<file path="src/rtl/tinker_mem_pkg.sv">
`default_nettype none
// ----------------------------------------------------------------------------
// tinker_mem_pkg : shared types and widths for the tinker memory arbiter
// Revision: 1.0
// ----------------------------------------------------------------------------
package tinker_mem_pkg;

  localparam int TINKER_ADDR_W = 32;
  localparam int TINKER_DATA_W = 64;
  localparam int TINKER_INST_W = 32;

  typedef enum logic [1:0] {
    ARB_IDLE = 2'd0,
    ARB_BUSY = 2'd1,
    ARB_DONE = 2'd2
  } arb_state_t;

  typedef enum logic {
    OWN_FETCH = 1'b0,
    OWN_DATA  = 1'b1
  } arb_owner_t;

endpackage
`default_nettype wire

</file>
<file path="src/rtl/tinker_mem_prio.sv">
`default_nettype none
// ----------------------------------------------------------------------------
// tinker_mem_prio : data-first priority select with fetch starvation override
// Revision: 1.0
// ----------------------------------------------------------------------------
module tinker_mem_prio
  import tinker_mem_pkg::*;
(
  input  logic       f_req,
  input  logic       d_req,
  input  logic       starve,
  output logic [1:0] gnt
);

  always_comb begin
    gnt = 2'b00;
    if (d_req && !(f_req && starve)) begin
      gnt[OWN_DATA] = 1'b1;
    end else if (f_req) begin
      gnt[OWN_FETCH] = 1'b1;
    end
  end

endmodule
`default_nettype wire

</file>
<file path="src/rtl/tinker_mem_arbiter.sv">
`default_nettype none
// ----------------------------------------------------------------------------
// tinker_mem_arbiter : shares one single-ported memory between fetch and data
// Revision: 1.0
// ----------------------------------------------------------------------------
module tinker_mem_arbiter
  import tinker_mem_pkg::*;
#(
  parameter int ADDR_W       = TINKER_ADDR_W,
  parameter int DATA_W       = TINKER_DATA_W,
  parameter int STARVE_LIMIT = 4
) (
  input  logic                     clk,
  input  logic                     reset,
  input  logic                     f_req,
  input  logic [ADDR_W-1:0]        f_addr,
  output logic                     f_gnt,
  output logic                     f_rvalid,
  output logic [TINKER_INST_W-1:0] f_rdata,
  input  logic                     d_req,
  input  logic                     d_we,
  input  logic [ADDR_W-1:0]        d_addr,
  input  logic [DATA_W-1:0]        d_wdata,
  output logic                     d_gnt,
  output logic                     d_rvalid,
  output logic [DATA_W-1:0]        d_rdata,
  output logic                     m_req,
  output logic                     m_we,
  output logic [ADDR_W-1:0]        m_addr,
  output logic [DATA_W-1:0]        m_wdata,
  input  logic                     m_ack,
  input  logic [DATA_W-1:0]        m_rdata
);

  localparam int             SW    = $clog2(STARVE_LIMIT + 1);
  localparam logic [SW-1:0]  LIMIT = SW'(STARVE_LIMIT);

  arb_state_t                 state_q, state_d;
  arb_owner_t                 owner_q, owner_d;
  logic [SW-1:0]              streak_q, streak_d;
  logic                       m_req_q, m_req_d;
  logic                       m_we_q, m_we_d;
  logic [ADDR_W-1:0]          m_addr_q, m_addr_d;
  logic [DATA_W-1:0]          m_wdata_q, m_wdata_d;
  logic                       f_rvalid_q, f_rvalid_d;
  logic [TINKER_INST_W-1:0]   f_rdata_q, f_rdata_d;
  logic                       d_rvalid_q, d_rvalid_d;
  logic [DATA_W-1:0]          d_rdata_q, d_rdata_d;

  logic [1:0] prio_gnt;
  logic       grant_ok;

  tinker_mem_prio u_prio (
    .f_req  (f_req),
    .d_req  (d_req),
    .starve (streak_q == LIMIT),
    .gnt    (prio_gnt)
  );

  // Grants are only offered in IDLE and are suppressed while reset is held.
  assign grant_ok = (state_q == ARB_IDLE) && !reset;
  assign f_gnt    = grant_ok && prio_gnt[OWN_FETCH];
  assign d_gnt    = grant_ok && prio_gnt[OWN_DATA];

  always_comb begin
    state_d    = state_q;
    owner_d    = owner_q;
    streak_d   = streak_q;
    m_req_d    = m_req_q;
    m_we_d     = m_we_q;
    m_addr_d   = m_addr_q;
    m_wdata_d  = m_wdata_q;
    f_rvalid_d = 1'b0;
    f_rdata_d  = f_rdata_q;
    d_rvalid_d = 1'b0;
    d_rdata_d  = d_rdata_q;

    case (state_q)
      ARB_IDLE: begin
        if (d_gnt) begin
          owner_d   = OWN_DATA;
          m_req_d   = 1'b1;
          m_we_d    = d_we;
          m_addr_d  = d_addr;
          m_wdata_d = d_wdata;
          state_d   = ARB_BUSY;
          // Streak counts data wins that happened while fetch was waiting.
          if (!f_req) begin
            streak_d = '0;
          end else if (streak_q != LIMIT) begin
            streak_d = streak_q + 1'b1;
          end
        end else if (f_gnt) begin
          owner_d   = OWN_FETCH;
          m_req_d   = 1'b1;
          m_we_d    = 1'b0;
          m_addr_d  = f_addr;
          m_wdata_d = '0;
          streak_d  = '0;
          state_d   = ARB_BUSY;
        end
      end
      ARB_BUSY: begin
        if (m_ack) begin
          m_req_d = 1'b0;
          state_d = ARB_DONE;
          if (owner_q == OWN_DATA) begin
            d_rvalid_d = 1'b1;
            d_rdata_d  = m_we_q ? '0 : m_rdata;
          end else begin
            f_rvalid_d = 1'b1;
            f_rdata_d  = m_rdata[TINKER_INST_W-1:0];
          end
        end
      end
      ARB_DONE: begin
        state_d = ARB_IDLE;
      end
      default: begin
        state_d = ARB_IDLE;
        m_req_d = 1'b0;
      end
    endcase
  end

  always_ff @(posedge clk or posedge reset) begin
    if (reset) begin
      state_q    <= ARB_IDLE;
      owner_q    <= OWN_FETCH;
      streak_q   <= '0;
      m_req_q    <= 1'b0;
      m_we_q     <= 1'b0;
      m_addr_q   <= '0;
      m_wdata_q  <= '0;
      f_rvalid_q <= 1'b0;
      f_rdata_q  <= '0;
      d_rvalid_q <= 1'b0;
      d_rdata_q  <= '0;
    end else begin
      state_q    <= state_d;
      owner_q    <= owner_d;
      streak_q   <= streak_d;
      m_req_q    <= m_req_d;
      m_we_q     <= m_we_d;
      m_addr_q   <= m_addr_d;
      m_wdata_q  <= m_wdata_d;
      f_rvalid_q <= f_rvalid_d;
      f_rdata_q  <= f_rdata_d;
      d_rvalid_q <= d_rvalid_d;
      d_rdata_q  <= d_rdata_d;
    end
  end

  assign m_req    = m_req_q;
  assign m_we     = m_we_q;
  assign m_addr   = m_addr_q;
  assign m_wdata  = m_wdata_q;
  assign f_rvalid = f_rvalid_q;
  assign f_rdata  = f_rdata_q;
  assign d_rvalid = d_rvalid_q;
  assign d_rdata  = d_rdata_q;

endmodule
`default_nettype wire

</file>
<file path="config.mk">
export PLATFORM = sky130hd
export DESIGN_NAME = tinker_mem_arbiter
export DESIGN_NICKNAME = d
export VERILOG_FILES = /design/src/rtl/tinker_mem_pkg.sv /design/src/rtl/tinker_mem_prio.sv /design/src/rtl/tinker_mem_arbiter.sv
export SDC_FILE = /design/constraint.sdc
export NUM_CORES = 1
export LEC_CHECK = 0
export CORE_AREA = 5 5 152 154
export DETAILED_ROUTE_END_ITERATION = 7
export DIE_AREA = 0 0 157 159
export GPL_ROUTABILITY_DRIVEN = 1
export PLACE_DENSITY = 0.75
export SLEW_MARGIN = 30
export SYNTH_ARGS = -nofsm -noshare
export SYNTH_HDL_FRONTEND = slang
export SYNTH_HIERARCHICAL = 1
export SYNTH_SLANG_ARGS = --single-unit
</file>
<file path="constraint.sdc">
create_clock -name clk -period 16.5 [get_ports clk]
set_input_delay 1.65 -clock clk [delete_from_list [all_inputs] [get_ports clk]]
set_output_delay 1.65 -clock clk [all_outputs]
set_load 0.02 [all_outputs]
</file>
==> results.yml <==
outcome:
  status: "complete, no violations"
global_route:
  grt_max_degree: 137
  grt_pass1_wl_um: 38000
  grt.overflow.total: 0
  grt_pass1_vias: 6739
  met2_usage: 0.319
  antenna_found_initial: 1
  gr-usage-met1: 0.229
  track_usage: 0.189
  grt.busiest_layer: "met2"
  globalRouteMet3Util: 0.0644
floorplan:
  pin_count: 396
  core_area_um2: 21600
  num_rows: 54
  start_util: 0.373
  die_y_um: 159
  die_width_um: 157
  die_area_um2: 25000
timing:
  finalCriticalPeriod_ps: 5520
  rsz0062_at_grt: "no"
  finalSetupTns_ps: 0
  worstMarginPinSlew_ps: 855
  drv_slew: 0
  setup_viol: 0
  fin_worst_skew_ps: 13.4
  hold_viol_final: 0
  maxSlewHeadroom: 0.430
  max_clock_freq_ghz: 0.181
  final.period_utilization: 0.334
cts:
  hold_buffers: 0
  clockBufferDepth: 3
  postCtsSetupBuffers: 0
  cts_root_buf: "clkbuf_16"
  cts_tree: "built"
  cts_max_level: 1
  numClockSinks: 202
  cts.repair.resized: 0
  path_clk_slew_ps: 60
  clk_latency_ps: 500
  cts_made_buffers: 23
detailed_routing:
  wl_um: 24600
  dr.first_iter.drc_count: 266
  vias_per_cell: 4.79
  drtAntennaViolNets: 0
  drt-pass1-iter-count: 4
  drc: 0
  vias: 6436
  routedWlPerCell_um: 18.3
placement:
  place_area_um2: 12200
  port_buffers: 395
  dpl.hpwl_um: 17600
  place_congestion: 0.761
finish:
  fillers: 1810
  final_cell_mix: "395 x clkdlybuf4s50_1, 202 x dfrtp_1, 100 x nand2_1"
  finalNetCount: 1247
  final_area_um2: 13100
  drive_gt1_frac: 0.0771
  area_delta_synth_final_pct: 62.6
  final_common_cell: "clkdlybuf4s50_1"
  final_core_util: 0.606
  final-seq-area_um2: 5050
  multi_input_area_um2: 2710
hold_path:
  hp-class: "flop to flop"
critical_path:
  crit_chain: "clkdlybuf4s50_1 > nor3_2 > and2_4 > clkdlybuf4s50_1"
  path_common_cell: "clkdlybuf4s50_1"
  cpPeakStageDelay_ps: 710
  cp_max_fo: 42
  endpoint_kind: "primary output"
  crit_family: "buffers and inverters"
  crit_buf_inv: 2
  critPathArrivalTime_ps: 3870
  startpoint_type: "input pin"
  critPathSlowestCell: "clkdlybuf4s50_1"
  path_class: "input pin to primary output"
  required_ps: 14850
flow_run:
  max-cap-violations: 0
synth:
  synth.avg_cell_area_um2: 11.9
  yosysWarnings: 6
  ys_seq_area_frac: 0.630
  ys_ff_latch: 202
  syn_area_um2: 8030
  syn_inst: 672
  ys_types: 28
  synthesis.nets: 872
power:
  power_density_nw_per_um2: 181
  p_total_w: 0.00237
  ir_drop_uv: 105
  p_leak_nw: 5.62
cells by family (layout without fill, tap and decap cells):
family | count (synthesis) | after routing | synth area share
compound gates | 172 | 172 | 0.139
fa+ha+maj | 2 | 2 | 0.00312
buf+inv | 57 | 449 | 0.0371
flops | 202 | 202 | 0.630
mux | 65 | 65 | 0.0860
other cells | 0 | 1 | 0
simple gates | 174 | 174 | 0.105
routing by layer:
| metal | wire [µm] | vias up |
|---|---|---|
| met5 | 0 | - |
| met4 | 765 | 0 |
| met3 | 2620 | 45 |
| met2 | 11700 | 289 |
| met1 | 9510 | 3038 |
| li1 | - | 3064 |
flip-flops by register name, indices dropped and copies added, names as in the netlist:
register  count
f_rdata      32
m_we          1
state_q       2
streak_q      3
m_req         1
owner_q       1
m_wdata      64
f_rvalid      1
m_addr       32
d_rvalid      1
d_rdata      64
cell type report:
cell class / count / area share
Timing Repair Buffer: 401 / 0.309
Inverter: 6 / 0.00268
Tap cell: 280 / 0.0268
Multi-Input combinational cell: 413 / 0.208
Sequential cell: 202 / 0.387
Antenna cell: 1 / 0.000192
Clock inverter: 15 / 0.0177
Clock buffer: 27 / 0.0483
through the flow:
step	hold WS (ps)	setup slack, ps	instances
4_1_cts	483	10960	1343
6_report	477	10980	1345
3_3_place_gp	460	10990	1300
5_1_grt	505	10860	1345
2_1_floorplan	472	9340	672
3_5_place_dp	469	10970	1301
cell usage after synthesis:
| cell | number | area [µm²] |
|---|---|---|
| o21ai_0 | 78 | 390 |
| a21oi_1 | 2 | 10.0 |
| a22o_1 | 65 | 569 |
| nand2b_1 | 65 | 407 |
| nand3_1 | 1 | 5.00 |
| buf_12 | 2 | 40.0 |
| mux2i_1 | 33 | 330 |
| a31oi_1 | 1 | 6.26 |
| buf_2 | 20 | 100 |
| mux2_1 | 4 | 45.0 |
| o21ai_1 | 21 | 105 |
| dfrtp_1 | 202 | 5050 |
| o22ai_1 | 1 | 6.26 |
| a21boi_1 | 2 | 15.0 |
| nand2_1 | 101 | 379 |
| nor3_2 | 1 | 10.0 |
| nand3b_1 | 2 | 15.0 |
| and3b_1 | 1 | 8.76 |
| buf_4 | 5 | 37.5 |
| mux2_2 | 28 | 315 |
| nor2b_1 | 1 | 6.26 |
| a21o_1 | 1 | 7.51 |
| clkbuf_1 | 23 | 86.3 |
| and2_1 | 2 | 12.5 |
| ha_1 | 2 | 25.0 |
| buf_6 | 1 | 11.3 |
| o21a_1 | 1 | 7.51 |
| inv_1 | 6 | 22.5 |
final timing paths:
path,cells past startpoint,startpoint,slack (ps),end
max in group asynchronous,4,reset,13720,d_rdata[27]$_DFFE_PP0P_
max reg2reg,8,streak_q[0]$_DFFE_PP0P_,13540,m_addr[0]$_DFFE_PP0P_
min in group asynchronous,2,reset,1700,state_q[0]$_DFFE_PP0P_
min,2,d_rdata[7]$_DFFE_PP0P_,480,d_rdata[7]$_DFFE_PP0P_
min reg2reg,2,d_rdata[7]$_DFFE_PP0P_,480,d_rdata[7]$_DFFE_PP0P_
max,4,reset,10980,d_gnt
where the power goes:
| part | internal [W] | switching, W |
|---|---|---|
| sequential | 0.000691 | 0.000108 |
| combinational | 0.000497 | 0.000497 |
| clock | 0.000367 | 0.000209 |
worst min-delay path: cells and delay by family, from the launching register on:
kind	cells	cell delay, ps
DFF	1	340
AOI/OAI and AO/OA	1	60
and+or+nand+nor	1	40
No activity file was read; power rests on OpenSTA's default activity.
